--- src/rtl/ring_arb_pkg.sv ---
// Shared types and helpers for the ring round-robin arbiter.
package ring_arb_pkg;

  typedef enum logic {
    ST_IDLE  = 1'b0,
    ST_GRANT = 1'b1
  } state_e;

  // Index of the set bit in a one-hot vector; returns 0 for an all-zero vector.
  function automatic int unsigned onehot2idx(input logic [63:0] oh);
    int unsigned idx;
    idx = 0;
    for (int i = 0; i < 64; i++)
      if (oh[i]) idx = i;
    return idx;
  endfunction

endpackage

--- src/rtl/rr_pick.sv ---
// Circular priority picker: first set req bit at or above ptr, wrapping around.
module rr_pick #(
  parameter int N = 8
) (
  input  logic [N-1:0] req,
  input  logic [N-1:0] ptr,
  output logic [N-1:0] pick_oh,
  output logic         pick_any
);

  logic [2*N-1:0] dbl, first;

  // Lower half keeps only bits at/above ptr; upper half supplies the wrapped copy.
  always_comb begin
    dbl      = {req, req & ~(ptr - N'(1))};
    first    = dbl & (~dbl + (2*N)'(1));
    pick_oh  = first[N-1:0] | first[2*N-1:N];
    pick_any = |req;
  end

endmodule

--- src/rtl/ring_rr_arbiter.sv ---
// Round-robin arbiter with one-hot ring pointer, bounded hold and bubble-free handover.
module ring_rr_arbiter
  import ring_arb_pkg::*;
#(
  parameter int N        = 8,
  parameter int MAX_HOLD = 4
) (
  input  logic                 clk,
  input  logic                 reset,
  input  logic [N-1:0]         req,
  output logic [N-1:0]         gnt,
  output logic                 gnt_valid,
  output logic [$clog2(N)-1:0] gnt_id,
  output logic [N-1:0]         ptr
);

  localparam int HW = $clog2(MAX_HOLD) + 1;

  state_e         state_q, state_d;
  logic [N-1:0]   gnt_q, gnt_d;
  logic [N-1:0]   ptr_q, ptr_d;
  logic [HW-1:0]  hold_q, hold_d;

  logic           rel;
  logic [N-1:0]   ptr_rot, pick_ptr, pick_oh;
  logic           pick_any;

  assign ptr_rot  = {gnt_q[N-2:0], gnt_q[N-1]};
  assign rel      = ~|(req & gnt_q) || (hold_q == HW'(MAX_HOLD - 1));
  // On release the search starts just past the owner in the same cycle.
  assign pick_ptr = (state_q == ST_GRANT && rel) ? ptr_rot : ptr_q;

  rr_pick #(.N(N)) u_pick (
    .req      (req),
    .ptr      (pick_ptr),
    .pick_oh  (pick_oh),
    .pick_any (pick_any)
  );

  always_comb begin
    state_d = state_q;
    gnt_d   = gnt_q;
    ptr_d   = ptr_q;
    hold_d  = hold_q;
    case (state_q)
      ST_IDLE: begin
        gnt_d = '0;
        if (pick_any) begin
          gnt_d   = pick_oh;
          hold_d  = '0;
          state_d = ST_GRANT;
        end
      end
      ST_GRANT: begin
        if (!rel) begin
          hold_d = hold_q + HW'(1);
        end else begin
          ptr_d  = ptr_rot;
          hold_d = '0;
          if (pick_any) begin
            gnt_d = pick_oh;
          end else begin
            gnt_d   = '0;
            state_d = ST_IDLE;
          end
        end
      end
      default: state_d = ST_IDLE;
    endcase
  end

  always_ff @(posedge clk) begin
    if (!reset) begin
      state_q <= ST_IDLE;
      gnt_q   <= '0;
      ptr_q   <= N'(1);
      hold_q  <= '0;
    end else begin
      state_q <= state_d;
      gnt_q   <= gnt_d;
      ptr_q   <= ptr_d;
      hold_q  <= hold_d;
    end
  end

  assign gnt       = gnt_q;
  assign gnt_valid = |gnt_q;
  assign gnt_id    = $clog2(N)'(onehot2idx(64'(gnt_q)));
  assign ptr       = ptr_q;

endmodule
--- config.mk ---
export PLATFORM = sky130hd
export DESIGN_NAME = ring_rr_arbiter
export DESIGN_NICKNAME = d
export VERILOG_FILES = /design/src/rtl/ring_arb_pkg.sv /design/src/rtl/rr_pick.sv /design/src/rtl/ring_rr_arbiter.sv
export SDC_FILE = /design/constraint.sdc
export NUM_CORES = 1
export LEC_CHECK = 0
export BUFFER_PORTS_ARGS = -buffer_cell sky130_fd_sc_hd__buf_2
export CORE_AREA = 2 2 56 71
export DETAILED_ROUTE_END_ITERATION = 6
export DIE_AREA = 0 0 58 73
export PLACE_DENSITY = 0.62
export SLEW_MARGIN = 25
export SYNTH_ARGS = -nofsm -noshare
export SYNTH_HDL_FRONTEND = slang
export SYNTH_HIERARCHICAL = 1
export SYNTH_SLANG_ARGS = --single-unit
--- constraint.sdc ---
create_clock -name clk -period 4.1 [get_ports clk]
set_input_delay 0 -clock clk [delete_from_list [all_inputs] [get_ports clk]]
set_output_delay 0 -clock clk [all_outputs]
set_load 0.03 [all_outputs]
; ---- After elaboration in Yosys (flattened, before gate mapping)
; Cells that the tools add are included.
[totals]
out_inout_bits = 20
reg_bits = 20
[op_classes]
reduce_logical = 7
n_bitwise = 7
eq_ne = 3
addsub = 3
muxes = 17
[op_table]
columns = operator, count
row1 = 3-bit 2-to-1 mux, 8
row2 = 8-bit 2-to-1 mux, 3
row3 = 8-bit OR reduction, 3
row4 = 16-bit by 1-bit adder with 16-bit output (second input constant), 1
row5 = 16-bit AND, 1
row6 = 8-bit AND, 2
row7 = 16-bit NOT, 1
row8 = 8-bit one-hot mux with 2 select lines, 1
row9 = 8-bit NOT, 1
row10 = 8-bit bitwise OR, 1
row11 = 8-bit by 1-bit subtractor with 8-bit output (second input constant), 1
row12 = 3-bit one-hot mux with 2 select lines, 1
row13 = 3-bit by 1-bit adder with 3-bit output (second input constant), 1
row14 = 3-bit by 2-bit equality test with 1-bit output (second input constant), 1
row15 = 1-bit 2-to-1 mux, 3
row16 = 2-bit by 1-bit inequality test with 1-bit output (second input constant), 1
row17 = 2-bit inequality test (second input constant), 1
row18 = 1-bit one-hot mux with 2 select lines, 1
row19 = 2-bit AND reduction, 1
row20 = 1-bit logical AND, 1
row21 = 1-bit zero test, 1
row22 = 1-bit logical OR, 1
row23 = 1-bit NOT, 1

; ---- Depth between registers and ports, before layout
[depth]
word_depth = 16
ltp_mapped = 15
ltp_nobuf = 14

; ---- Cells and area by module
; Netlist, hierarchy kept.
[by_module_without_submodules]
columns = mod, cells_each, area_each_um2, seq_area_each_um2, instances
row1 = ring_rr_arbiter, 115, 997.2, 400.4, 1
row2 = rr_pick, 55, 394.1, 0.0, 1

; ---- Worst setup path after synthesis
; Ideal clock, no wire load.
[synth_timing]
path_type = flip-flop to flip-flop
from = register gnt_q[1] (netlist: gnt[1])
to = register gnt_q[1] (netlist: gnt[1])
n_path_buf = 1
t_required_ns = 4.028
stages_incl_launch_ff = 13
slack_ns = 0.802
period_less_slack_ns = 3.298
arrival_time_ns = 3.227
path_cell_list = dfxtp_1 a22oi_2 a41oi_4 buf_6 nand3b_1 nand2_1 or4_4 and3_4 a2111oi_4 a21bo_4 o41ai_2 nand3_1 mux2i_1
[synth_between]
elab_chain_cells = 16
word_cells_on_any_way = 17
[synth_rtl]
columns = element, line
row1 = start: declaration, ring_rr_arbiter.sv:20  ; logic [N-1:0] gnt_q, gnt_d;
row2 = start signal: assignment, ring_rr_arbiter.sv:80  ; gnt_q <= gnt_d;
row3 = 8-bit AND (*), ring_rr_arbiter.sv:29  ; assign rel = ~|(req & gnt_q) || (hold_q == HW'(MAX_HOLD - 1));
row4 = 8-bit OR reduction (*), ring_rr_arbiter.sv:29
row5 = 1-bit zero test (*), ring_rr_arbiter.sv:29
row6 = 1-bit logical OR (*), ring_rr_arbiter.sv:29
row7 = 1-bit logical AND (*), ring_rr_arbiter.sv:31  ; assign pick_ptr = (state_q == ST_GRANT && rel) ? ptr_rot : ptr_q;
row8 = 8-bit 2-to-1 mux (*), ring_rr_arbiter.sv:31
row9 = net pick_ptr[3], ring_rr_arbiter.sv:25  ; logic [N-1:0] ptr_rot, pick_ptr, pick_oh;
row10 = 8-bit by 1-bit subtractor with 8-bit output (*), rr_pick.sv:15  ; dbl = {req, req & ~(ptr - N'(1))};
row11 = [... 2 more ...], --
row12 = 16-bit NOT (*), rr_pick.sv:16  ; first = dbl & (~dbl + (2*N)'(1));
row13 = 16-bit by 1-bit adder with 16-bit output (*), rr_pick.sv:16
row14 = 16-bit AND (*), rr_pick.sv:16
row15 = 8-bit bitwise OR (*), rr_pick.sv:17  ; pick_oh = first[N-1:0] | first[2*N-1:N];
row16 = net pick_oh[1], ring_rr_arbiter.sv:25
row17 = 8-bit 2-to-1 mux (*), "ring_rr_arbiter.sv:48, ring_rr_arbiter.sv:60"
row18 = 8-bit 2-to-1 mux, ring_rr_arbiter.sv:55  ; if (!rel) begin
row19 = 8-bit one-hot mux with 2 select lines (*), ring_rr_arbiter.sv:45  ; case (state_q)
; The timed path passes the listed nets; every way through them passes the cells marked *. The select of a mux whose other input is x is not followed.
; A chain may end at the register's enable or synchronous reset.

; ---- Worst setup path in the final report
[layout_timing]
from = register hold_q[0]
to = register gnt_q[4] (netlist: gnt[4])
[layout_between]
elab_chain_cells = 14
word_cells_on_any_way = 15
[layout_rtl]
columns = element, line
row1 = start: declaration, ring_rr_arbiter.sv:22  ; logic [HW-1:0] hold_q, hold_d;
row2 = start signal: assignment, ring_rr_arbiter.sv:82  ; hold_q <= hold_d;
row3 = 3-bit by 2-bit equality test with 1-bit output (*), ring_rr_arbiter.sv:29
row4 = 1-bit logical OR (*), ring_rr_arbiter.sv:29
row5 = 1-bit logical AND (*), ring_rr_arbiter.sv:31
row6 = 8-bit 2-to-1 mux (*), ring_rr_arbiter.sv:31
row7 = net pick_ptr[0], ring_rr_arbiter.sv:25
row8 = 8-bit by 1-bit subtractor with 8-bit output (*), rr_pick.sv:15
row9 = 8-bit NOT (*), rr_pick.sv:15
row10 = 8-bit AND (*), rr_pick.sv:15
row11 = 16-bit NOT, rr_pick.sv:16
row12 = 16-bit by 1-bit adder with 16-bit output, rr_pick.sv:16
row13 = 16-bit AND (*), rr_pick.sv:16
row14 = 8-bit bitwise OR (*), rr_pick.sv:17
row15 = net pick_oh[4], ring_rr_arbiter.sv:25
row16 = 8-bit 2-to-1 mux (*), "ring_rr_arbiter.sv:48, ring_rr_arbiter.sv:60"
row17 = 8-bit 2-to-1 mux, ring_rr_arbiter.sv:55
row18 = 8-bit one-hot mux with 2 select lines (*), ring_rr_arbiter.sv:45
; Marks and branches as above.

==> flow_metrics.tcl <==
set metrics [dict create \
    status "completed" \
    route.detailed.drc 0 \
    antennaDiodeCount 0 \
    grt_max_degree 21 \
    rsz0062_at_grt "no" \
    antenna_left 0 \
    clk_latency_ns 0.27 \
    root_buffer "clkbuf_8" \
    cts_buffers 3 \
    drt-initial-drc-count 42 \
    max_freq_ghz 0.2790 \
    start_kind "flip-flop" \
    post_cts_resized 0 \
    holdWs_ns 0.1278 \
    numPortBuffers 29 \
    grt_pass1_wl_um 5692 \
    totalWireLength_um 3543 \
    fill_cells 372 \
    ys_top_cells_by_area "dfxtp_1 (29%), nand2_1 (6.7%), mux2i_1 (5.8%), nand3_1 (4.3%), a21oi_1 (3.6%)" \
    drv_slew 0 \
    dpl.hpwl_um 2713 \
    yosysSeqAreaShare_pct 28.78 \
    core_region_area_um2 3628 \
    htreeDepth 1 \
    fin_ws_ns 0.5161 \
    grtUsageTotal_pct 17.58 \
    grt_pass1_vias 1193 \
    die_x_um 58 \
    hold_path_depth 2 \
    hold_buffers 0 \
    boundaryPins 30 \
    firstDrtPassIters 4 \
    finalWorstPathRequiredPeriod_ns 3.584 \
    critical_path_class "flip-flop to flip-flop" \
    post-route-period-util_pct 87.41 \
    p_per_area_nw_per_um2 633.3 \
    p_leak_nw 0.7542 \
    synth_top_area_share_pct 28.78 \
    cap_violations 0 \
    synth_cell_types 43 \
    vias 1335 \
    multi_input_area_um2 919.6 \
    clk_pin_slew_ns 0.08 \
    wire_per_inst_um 14.95 \
    cts.sinks 20 \
    syn_area_per_cell_um2 8.184 \
    dieArea_um2 4234 \
    die_height_um 73 \
    netlist_instances 170 \
    syn_area_um2 1391 \
    worstSetupStartpoint "hold_q[0]$_SDFFE_PN0P_" \
    synth_nets 183 \
    cts_buffer_depth 2 \
    min_path_type "primary input to flip-flop" \
    final-hold-violation-count 0 \
    hp-start "reset" \
    antenna_found_initial 0 \
    gp_congestion 0.9009 \
    worst_slew_pin_slew_ns 0.4976 \
    yosysTopAreaCell "dfxtp_1" \
    synthToLayoutAreaGrowth_pct 17.00 \
    initial_core_util_pct 38.34 \
    cp_data_arrival_time_ns 3.78 \
    r2r_slack_ns 0.52 \
    hold_end "ptr[0]$_SDFFE_PN1P_" \
    vdd_drop_max_mv 0.4950 \
    grt.overflow.total 0 \
    synth_warnings 6 \
    relSlewSlack_pct 66.72 \
    vias_per_cell 5.633 \
    r2r-start "hold_q[0]$_SDFFE_PN0P_" \
    seqCellArea_um2 400.4 \
    cp.required_ns 4.30 \
    layoutNonFillerInstCount 237 \
    crit_path_max_fanout 19 \
    cts_tree "done" \
    setup_violations 0 \
    timing.setup.tns_ns 0 \
    nets 211 \
    drive_above_1_share_pct 24.37 \
    placedCellCount 233 \
    skew_ns 0.004715 \
    yosys_most_used_dff "dfxtp_1" \
    synth_seq_cells 20 \
    synth_edf_count 0 \
    worst_setup_path_end_kind "flip-flop" \
    r2r_end "gnt[4]$_SDFFE_PN0P_" \
    rr_worst_depth 12 \
    postSynth.asyncResetShare_pct 0 \
    fp-row-count 25 \
    cts_setup_buffers 0 \
    dp_slack_ns 0.5578 \
]
==> critical path, cell delays in order, from the launching register on <==
cell and delay, ns:
dfxtp_1 0.34, ha_1 0.20, ha_1 0.21, a41oi_4 0.44, nand2b_1 0.19, o21ai_1 0.12
or4_4 0.58, and3_4 0.20, a2111oi_4 0.34, a21bo_4 0.30, o41ai_2 0.33, nand3_1 0.12
mux2i_1 0.14
==> cells in the mapped netlist (all sizes together), types with 3 or more instances <==
cell type	n
nand2	26
dfxtp	20
nand3	12
inv	11
nor2	11
o21ai	11
a21oi	10
mux2i	8
nand3b	6
o31ai	6
a22oi	4
clkbuf	4
xnor2	4
ha	3
nand2b	3
nor3	3
or4	3
==> power by group <==
group / total, mW / switching [mW] / internal [mW]
clock: 0.199 / 0.0685 / 0.131
combinational: 0.576 / 0.358 / 0.218
sequential: 0.256 / 0.0363 / 0.220
total: 1.03 / 0.463 / 0.568
==> logic make-up (layout without fill, tap and decap cells) <==
| logic type | count (synthesis) | after routing | share of synthesized area, % |
|---|---|---|---|
| compound gates | 44 | 44 | 27.34 |
| simple gates | 73 | 73 | 27.16 |
| flops | 20 | 20 | 28.78 |
| xor+xnor | 5 | 5 | 3.147 |
| mux | 8 | 8 | 5.756 |
| buf+inv | 17 | 44 | 5.125 |
| fa+ha+maj | 3 | 3 | 2.698 |
==> cells in the final DEF (no fill, tap or decap), drive strengths merged, types with 2 or more instances in the layout <==
cell type	n
mux2i	8
o31ai	6
clkbuf	3
nand2	26
nand4	2
o41ai	2
a21oi	10
nor2	11
dfxtp	20
nand3b	6
and2	2
buf	29
o21ai	11
xnor2	4
nor3	3
inv	11
or4	3
or3	2
a22oi	4
ha	3
nand3	12
a2111oi	2
nand2b	3
==> metal layers <==
layer	track usage, %	up-vias	part of all wire [%]	routed length, um
li1	-	675	-	-
met1	21.93	622	43	1534
met2	29.67	32	51	1792
met3	3.014	6	4.1	147
met4	7.235	0	1.9	69
met5	0	-	0	0
==> layout make-up <==
| cell class | count | area share [%] |
|---|---|---|
| timing repair buffer | 29 | 8.916 |
| multi-input combinational | 133 | 56.50 |
| inverter | 11 | 2.537 |
| clock buffer | 3 | 2.537 |
| tap | 40 | 3.075 |
| clock inverter | 1 | 1.845 |
| sequential | 20 | 24.60 |
==> metrics by stage <==
stage                     area, um2  util, %  power [mW]
after floorplan                1391        -      0.7166
after global placement         1556    42.90      0.8315
after detailed placement       1556    42.90      0.8355
after CTS                      1628    44.86       1.039
after global routing           1628    44.86       1.099
final                          1628    44.86       1.031
==> flip-flops by register name (all words and copies together), names as in the netlist <==
name / count
ptr: 8
gnt: 8
state_q: 1
hold_q: 3
==> worst max-delay path by stage <==
stage | endpoint | depth (start not counted) | slack [ns]
after global routing | gnt[4]$_SDFFE_PN0P_ | 14 | 0.23
final | gnt[4]$_SDFFE_PN0P_ | 12 | 0.52
after global placement | gnt[4]$_SDFFE_PN0P_ | 12 | 0.63
after floorplan | gnt[1]$_SDFFE_PN0P_ | 12 | 0.80
after detailed placement | gnt[4]$_SDFFE_PN0P_ | 12 | 0.56
after CTS | gnt[4]$_SDFFE_PN0P_ | 14 | 0.51
Power figures use the tool's default switching activity.
